[config.mk]
export PLATFORM = sky130hd
export DESIGN_NAME = im2col_spc_regintfc_arbiter
export DESIGN_NICKNAME = d
export VERILOG_FILES = /design/src/rtl/im2col_spc_regintfc_pkg.sv /design/src/rtl/reg_pkg.sv /design/src/rtl/im2col_spc_rr_arbiter.sv /design/src/rtl/im2col_spc_regintfc_arbiter.sv
export SDC_FILE = /design/constraint.sdc
export NUM_CORES = 1
export LEC_CHECK = 0
export ABC_CLOCK_PERIOD_IN_PS = 4400
export BUFFER_PORTS_ARGS = -buffer_cell sky130_fd_sc_hd__buf_2
export CAP_MARGIN = 25
export CORE_MARGIN = 1
export CORE_UTILIZATION = 30
export CTS_CLUSTER_DIAMETER = 60
export DETAILED_ROUTE_END_ITERATION = 16
export HOLD_SLACK_MARGIN = 0.03
export PLACE_DENSITY = 0.6
export SYNTH_ARGS = -nofsm -noshare
export SYNTH_HDL_FRONTEND = slang
export SYNTH_SLANG_ARGS = --single-unit
[constraint.sdc]
create_clock -name clk_i -period 4.4 [get_ports clk_i]
set_input_delay 0.88 -clock clk_i [delete_from_list [all_inputs] [get_ports clk_i]]
set_output_delay 0.88 -clock clk_i [all_outputs]
set_load 0.05 [all_outputs]
[src/rtl/im2col_spc_regintfc_pkg.sv]
// -----------------------------------------------------------------------------
// im2col_spc_regintfc_pkg
// Shared definitions for the im2col_spc register-interface arbiter:
// FSM state encoding, default parameter values and a wrap-around helper.
// -----------------------------------------------------------------------------
package im2col_spc_regintfc_pkg;

    typedef enum logic [1:0] {
        ST_IDLE  = 2'd0,
        ST_ISSUE = 2'd1,
        ST_RESP  = 2'd2
    } arb_state_e;

    localparam int unsigned DefNumReq        = 32'd4;
    localparam int unsigned DefTimeoutCycles = 32'd1023;

    // Index following idx in a ring of n entries.
    function automatic int unsigned wrap_inc(input int unsigned idx, input int unsigned n);
        return ((idx + 32'd1) >= n) ? 32'd0 : (idx + 32'd1);
    endfunction

endpackage

[src/rtl/reg_pkg.sv]
// -----------------------------------------------------------------------------
// reg_pkg
// Register-interface request/response types shared by the im2col_spc blocks
// and the AOPB bridge.
//   reg_req_t : addr, write, wdata, wstrb, valid   (master -> slave)
//   reg_rsp_t : rdata, error, ready                (slave  -> master)
// -----------------------------------------------------------------------------
package reg_pkg;

    typedef struct packed {
        logic [31:0] addr;
        logic        write;
        logic [31:0] wdata;
        logic [3:0]  wstrb;
        logic        valid;
    } reg_req_t;

    typedef struct packed {
        logic [31:0] rdata;
        logic        error;
        logic        ready;
    } reg_rsp_t;

endpackage

[src/rtl/im2col_spc_rr_arbiter.sv]
// -----------------------------------------------------------------------------
// im2col_spc_rr_arbiter
// Purely combinational round-robin pick: returns the first asserted request at
// or after ptr_i, wrapping modulo NumReq. The pointer register lives in the
// parent so it only moves on an actual grant.
//   req_i  : request vector
//   ptr_i  : highest-priority index
//   gnt_o  : one-hot grant (all zero when no request)
//   idx_o  : binary index of the grant
//   any_o  : at least one request present
// -----------------------------------------------------------------------------
module im2col_spc_rr_arbiter
    import im2col_spc_regintfc_pkg::*;
#(
    parameter  int unsigned NumReq = DefNumReq,
    localparam int unsigned IdxW   = $clog2(NumReq)
) (
    input  logic [NumReq-1:0] req_i,
    input  logic [IdxW-1:0]   ptr_i,
    output logic [NumReq-1:0] gnt_o,
    output logic [IdxW-1:0]   idx_o,
    output logic              any_o
);

    // Scan the ring starting at ptr_i; the first hit wins.
    always_comb begin
        int unsigned sum_v;
        int unsigned cand_v;
        logic        found_v;
        gnt_o   = '0;
        idx_o   = '0;
        found_v = 1'b0;
        sum_v   = 32'd0;
        cand_v  = 32'd0;
        for (int unsigned i = 0; i < NumReq; i++) begin
            sum_v  = 32'(ptr_i) + i;
            cand_v = (sum_v >= NumReq) ? (sum_v - NumReq) : sum_v;
            if (!found_v && req_i[IdxW'(cand_v)]) begin
                found_v                = 1'b1;
                gnt_o[IdxW'(cand_v)]   = 1'b1;
                idx_o                  = IdxW'(cand_v);
            end else begin
                found_v = found_v;
            end
        end
        any_o = found_v;
    end

endmodule

[src/rtl/im2col_spc_regintfc_arbiter.sv]
// -----------------------------------------------------------------------------
// im2col_spc_regintfc_arbiter
// Shares the single im2col_spc register-interface master port between NumReq
// requesters. One command at a time: round-robin accept in IDLE, drive the
// registered request in ISSUE until ready (or timeout), return the result to
// the owner for one cycle in RESP.
//   clk_i, rst_i          : clock, synchronous active-high reset
//   req_valid_i/ready_o   : per-requester handshake (ready is a one-hot,
//                           combinational accept pulse in IDLE)
//   req_write/addr/wdata/wstrb_i : flattened per-requester command fields
//   rsp_valid_o           : one-hot completion pulse
//   rsp_rdata_o/error_o   : result of the completing command (held after)
//   aopb_req_o/resp_i     : register-interface master port
//   busy_o                : high whenever a command is in flight
// TimeoutCycles = 0 disables the ready timeout.
// -----------------------------------------------------------------------------
module im2col_spc_regintfc_arbiter
    import im2col_spc_regintfc_pkg::*;
    import reg_pkg::*;
#(
    parameter int unsigned NumReq        = DefNumReq,
    parameter int unsigned TimeoutCycles = DefTimeoutCycles
) (
    input  logic                 clk_i,
    input  logic                 rst_i,
    input  logic [NumReq-1:0]    req_valid_i,
    output logic [NumReq-1:0]    req_ready_o,
    input  logic [NumReq-1:0]    req_write_i,
    input  logic [NumReq*32-1:0] req_addr_i,
    input  logic [NumReq*32-1:0] req_wdata_i,
    input  logic [NumReq*4-1:0]  req_wstrb_i,
    output logic [NumReq-1:0]    rsp_valid_o,
    output logic [31:0]          rsp_rdata_o,
    output logic                 rsp_error_o,
    output reg_req_t             aopb_req_o,
    input  reg_rsp_t             aopb_resp_i,
    output logic                 busy_o
);

    localparam int unsigned     IdxW      = $clog2(NumReq);
    localparam int unsigned     CntW      = (TimeoutCycles == 32'd0) ? 32'd1 : $clog2(TimeoutCycles + 32'd1);
    localparam logic [CntW-1:0] CntLast   = CntW'((TimeoutCycles == 32'd0) ? 32'd0 : (TimeoutCycles - 32'd1));
    localparam logic [CntW-1:0] CntMax    = CntW'(TimeoutCycles);
    localparam logic            TimeoutEn = (TimeoutCycles != 32'd0);

    arb_state_e        state_r, state_next_s;
    logic [IdxW-1:0]   rr_ptr_r;
    logic [IdxW-1:0]   owner_r;
    logic [CntW-1:0]   to_cnt_r;
    reg_req_t          aopb_req_r;
    logic [NumReq-1:0] rsp_valid_r;
    logic [31:0]       rsp_rdata_r;
    logic              rsp_error_r;
    logic              busy_r;

    logic              grant_s;
    logic              hit_ready_s;
    logic              hit_timeout_s;
    logic [NumReq-1:0] req_ready_s;
    logic [NumReq-1:0] arb_gnt_s;
    logic [IdxW-1:0]   arb_idx_s;
    logic              arb_any_s;

    logic [31:0]       addr_arr_s  [NumReq];
    logic [31:0]       wdata_arr_s [NumReq];
    logic [3:0]        wstrb_arr_s [NumReq];

    for (genvar g = 0; g < NumReq; g++) begin : g_unpack
        assign addr_arr_s[g]  = req_addr_i[g*32 +: 32];
        assign wdata_arr_s[g] = req_wdata_i[g*32 +: 32];
        assign wstrb_arr_s[g] = req_wstrb_i[g*4 +: 4];
    end

    im2col_spc_rr_arbiter #(
        .NumReq (NumReq)
    ) u_rr_arbiter (
        .req_i  (req_valid_i),
        .ptr_i  (rr_ptr_r),
        .gnt_o  (arb_gnt_s),
        .idx_o  (arb_idx_s),
        .any_o  (arb_any_s)
    );

    // State register.
    always_ff @(posedge clk_i) begin
        if (rst_i) begin
            state_r <= ST_IDLE;
        end else begin
            state_r <= state_next_s;
        end
    end

    // Next-state decode plus the accept / completion events it implies.
    always_comb begin
        state_next_s  = state_r;
        grant_s       = 1'b0;
        hit_ready_s   = 1'b0;
        hit_timeout_s = 1'b0;
        req_ready_s   = '0;
        case (state_r)
            ST_IDLE: begin
                if (arb_any_s) begin
                    grant_s      = 1'b1;
                    req_ready_s  = arb_gnt_s;
                    state_next_s = ST_ISSUE;
                end else begin
                    state_next_s = ST_IDLE;
                end
            end
            ST_ISSUE: begin
                // Ready beats a timeout expiring in the same cycle.
                if (aopb_resp_i.ready) begin
                    hit_ready_s  = 1'b1;
                    state_next_s = ST_RESP;
                end else if (TimeoutEn && (to_cnt_r == CntLast)) begin
                    hit_timeout_s = 1'b1;
                    state_next_s  = ST_RESP;
                end else begin
                    state_next_s = ST_ISSUE;
                end
            end
            ST_RESP: begin
                state_next_s = ST_IDLE;
            end
            default: begin
                state_next_s = ST_IDLE;
            end
        endcase
    end

    // Command capture, master-port drive, timeout count and result return.
    always_ff @(posedge clk_i) begin
        if (rst_i) begin
            rr_ptr_r    <= '0;
            owner_r     <= '0;
            to_cnt_r    <= '0;
            aopb_req_r  <= '0;
            rsp_valid_r <= '0;
            rsp_rdata_r <= 32'd0;
            rsp_error_r <= 1'b0;
            busy_r      <= 1'b0;
        end else begin
            rsp_valid_r <= '0;
            busy_r      <= (state_next_s != ST_IDLE);
            case (state_r)
                ST_IDLE: begin
                    if (grant_s) begin
                        aopb_req_r.valid <= 1'b1;
                        aopb_req_r.write <= req_write_i[arb_idx_s];
                        aopb_req_r.addr  <= addr_arr_s[arb_idx_s];
                        aopb_req_r.wdata <= req_write_i[arb_idx_s] ? wdata_arr_s[arb_idx_s] : 32'd0;
                        aopb_req_r.wstrb <= wstrb_arr_s[arb_idx_s];
                        owner_r          <= arb_idx_s;
                        rr_ptr_r         <= IdxW'(wrap_inc(32'(arb_idx_s), NumReq));
                        to_cnt_r         <= '0;
                    end
                end
                ST_ISSUE: begin
                    if (hit_ready_s) begin
                        aopb_req_r.valid <= 1'b0;
                        rsp_rdata_r      <= aopb_req_r.write ? 32'd0 : aopb_resp_i.rdata;
                        rsp_error_r      <= aopb_resp_i.error;
                        rsp_valid_r      <= NumReq'(1'b1) << owner_r;
                    end else if (hit_timeout_s) begin
                        aopb_req_r.valid <= 1'b0;
                        rsp_rdata_r      <= 32'd0;
                        rsp_error_r      <= 1'b1;
                        rsp_valid_r      <= NumReq'(1'b1) << owner_r;
                    end else if (to_cnt_r != CntMax) begin
                        to_cnt_r <= to_cnt_r + CntW'(1'b1);
                    end
                end
                default: begin
                end
            endcase
        end
    end

    // Accept is combinational so the requester sees it in the grant cycle.
    assign req_ready_o = rst_i ? '0 : req_ready_s;
    assign aopb_req_o  = aopb_req_r;
    assign rsp_valid_o = rsp_valid_r;
    assign rsp_rdata_o = rsp_rdata_r;
    assign rsp_error_o = rsp_error_r;
    assign busy_o      = busy_r;

endmodule

==> flow_summary_export.csv <==
group,metric,value,unit
outcome,status,"completed",
drt,drtAntennaViolNets,0,
yosys,synth_top_area_share,26.96,%
yosys,netlist_area,9206,sq um
critical_path,critical_path_buf_inv_count,2,
critical_path,critPathMaxStageDelay,0.68,ns
power,peakVddDrop,0.3048,mV
placement,placed_cell_area,11700,sq um
critical_path,critPathKind,"flop to primary output",
critical_path,cp-end-kind,"primary output",
critical_path,worstPathArrival,3.05,ns
cells_and_area,final_area,12380,sq um
power,clockPowerShare,17.0,%
floorplan,io_pins,428,
drt,wirelength,35730,um
floorplan,die_h,177.2,um
global_routing,grt_pass1_vias,9768,
yosys,yosysUniqueCellTypes,58,
sta,tightestPinTransition,0.9103,ns
sta,timing.fmax,254.4,MHz
sta,rsz0062_at_grt,"false",
sta,slew_violations,0,
sta,timing.hold.ws,0.4556,ns
yosys,syn_nets,1411,
power,p_switching,0.004816,W
yosys,synth_seq_cells,124,
cells_and_area,multi_input_area,6216,sq um
global_routing,grt_overflow,0,
drt,wire_per_inst,19.26,um
power,power.leakage,5.423,nW
sta,period_needed,3.931,ns
drt,vias,10537,
clock_network,cts_tree,"yes",
power,p_int,0.004622,W
critical_path,critical_path.top_delay_family,"multiplexers",
floorplan,start_util,30.74,%
yosys,postSynthCellCount,1085,
clock_network,cts_htree_levels,4,
floorplan,fp-row-count,63,
placement,dp_slack,0.7431,ns
clock_network,post-cts-setup-buffers,0,
clock_network,cts_root_buffer,"clkbuf_16",
sta,min_period_over_period,89.34,%
flow_run,max-cap-violations,0,
yosys,async_flop_share,0,%
critical_path,timing.rr.start,"rr_ptr_r[0]",
yosys,ys_seq_area_share,26.96,%
critical_path,critPathMaxFanout,10,
critical_path,required,3.52,ns
clock_network,cts_resized,0,
power,combPwrFrac,65.7,%
cells_and_area,drive_gt1_share,44.79,%
drt,drtPass1Iterations,6,
critical_path,cp-startpoint,"rr_ptr_r[0]",
yosys,avgSynthCellArea,8.485,sq um
cells_and_area,num-fill-cells,3103,
cells_and_area,area_delta_synth_final,34.47,%
floorplan,design.die.area,31390,sq um
sta,skew,0.01784,ns
yosys,yosys-top-cells-count,"nand3_1, dfxtp_1, clkbuf_1",
clock_network,cts_hold_buf,0,
floorplan,core,29950,sq um
cells_and_area,nNetsFinal,1773,
sta,post-route-worst-setup-slack,0.4689,ns
clock_network,cts_made_buffers,17,
power,power_density,762.5,nW/um^2
drt,route.detailed.drc,0,
critical_path,path_cells,"inv_1 > ha_1 > mux4_2 > nor2b_4 > a221o_1 > o21ai_0 > a21oi_1 > buf_12",
min_path,hp-class,"flop to flop",
global_routing,grt_max_degree,84,
placement,place.gp.congestion,0.8171,
drt,vias_per_cell,5.680,
placement,portBuffers,427,
floorplan,die_w,177.2,um
sta,setup_violations,0,
yosys,ys.warnings.count,0,
clock_network,path_clk_slew,0.07,ns
drt,first_iter_violations,704,
global_routing,grt.total_usage,21.76,%
sta,hold_viol,0,
yosys,synth_ff_type,"dfxtp_1",
power,pwr-share-seq,17.4,%
critical_path,critPathSlowestCell,"mux4_2",
sta,fin_tns_setup,0,ns
min_path,min_from,"rsp_error_o",
clock_network,cts_buffer_depth,2,
global_routing,grt_pass1_wl,54320,um
yosys,yosysMostFrequentCell,"nand3_1",
sta,maxSlewHeadroom,39.31,%
yosys,synth_edf_count,0,
clock_network,clkSinkCount,124,
critical_path,critPathLaunchType,"flop",
clock_network,insertion_delay,0.41,ns
cells_and_area,regArea,2486,sq um
placement,hpwlAfterDp,25390,um
global_routing,antenna_found_initial,7,
yosys,yosys.area.top_type,"dfxtp_1",
power,power.switching_fraction,51.03,%
yosys,synth_area_leaders,"dfxtp_1, nand3_1, mux2_2",
power by group through the flow:
stage               registers [W]  logic (W)  clock network, W
finish                    0.00164    0.00620           0.00160
global route              0.00168    0.00664           0.00170
CTS                       0.00164    0.00619           0.00166
detailed placement        0.00166    0.00617                 0
global placement          0.00165    0.00611                 0
floorplan                 0.00271    0.00360                 0
layer usage:
metal / routed length [um] / track usage, % / vias up
li1: - / - / 4979
met1: 15400 / 27.71 / 5075
met2: 16880 / 34.83 / 422
met3: 2529 / 5.241 / 59
met4: 907 / 9.124 / 2
met5: 11 / 0 / -
state kept, by name (all words and copies together), names as in the netlist:
name,flops
aopb_req_o,70
busy_o,1
owner_r,2
rr_ptr_r,2
rsp_error_o,1
rsp_rdata_o,32
rsp_valid_o,4
state_r,2
to_cnt_r,10
layout by cell type (no fill, tap or decap), types with 37 or more instances in the layout:
master | Yosys | routed
a221oi_1 | 42 | 42
and2_1 | 72 | 72
and3_1 | 37 | 37
buf_2 | 19 | 423
dfxtp_1 | 124 | 123
mux2_2 | 46 | 46
nand2_1 | 52 | 52
nand3_1 | 131 | 131
nand4_1 | 42 | 42
nor2_1 | 58 | 54
o21ai_0 | 38 | 38
tightest hold or removal path: stages (launching register included):
cell and delay (ns):
dfxtp_1 0.31, inv_1 0.05, a211oi_1 0.05
per-stage QoR:
step	instances	util, %	power, W
5_1_grt	1855	41.33	0.01001
2_1_floorplan	1085	-	0.006310
4_1_cts	1849	41.19	0.009490
6_report	1855	41.33	0.009439
3_5_place_dp	1817	39.06	0.007829
3_3_place_gp	1817	39.06	0.007764
kinds of logic after synthesis:
logic type | share of synthesized area [%]
AND/OR/NAND/NOR | 24.15
AO/OA/AOI/OAI | 28.44
buffers and inverters | 6.102
flip-flops | 26.96
multiplexers | 12.12
adder cells (fa/ha/maj) | 1.359
XOR/XNOR | 0.8563
worst paths after layout:
| path | endpoint | slack, ns | depth (start not counted) |
|---|---|---|---|
| max | req_ready_o[3] | 0.47 | 8 |
| min | rsp_error_o | 0.46 | 2 |
| max reg2reg | aopb_req_o[49] | 1.10 | 8 |
| min reg2reg | rsp_error_o | 0.46 | 2 |
layout make-up:
| cell class | instances | share of cell area, % |
|---|---|---|
| clock inverter | 14 | 1.607 |
| sequential | 124 | 20.08 |
| tap | 390 | 3.942 |
| inverter | 5 | 0.1516 |
| multi-input combinational | 835 | 50.21 |
| antenna | 5 | 0.1011 |
| clock buffer | 18 | 3.548 |
| timing repair buffer | 464 | 20.36 |
(Power assumes the default switching activity.)
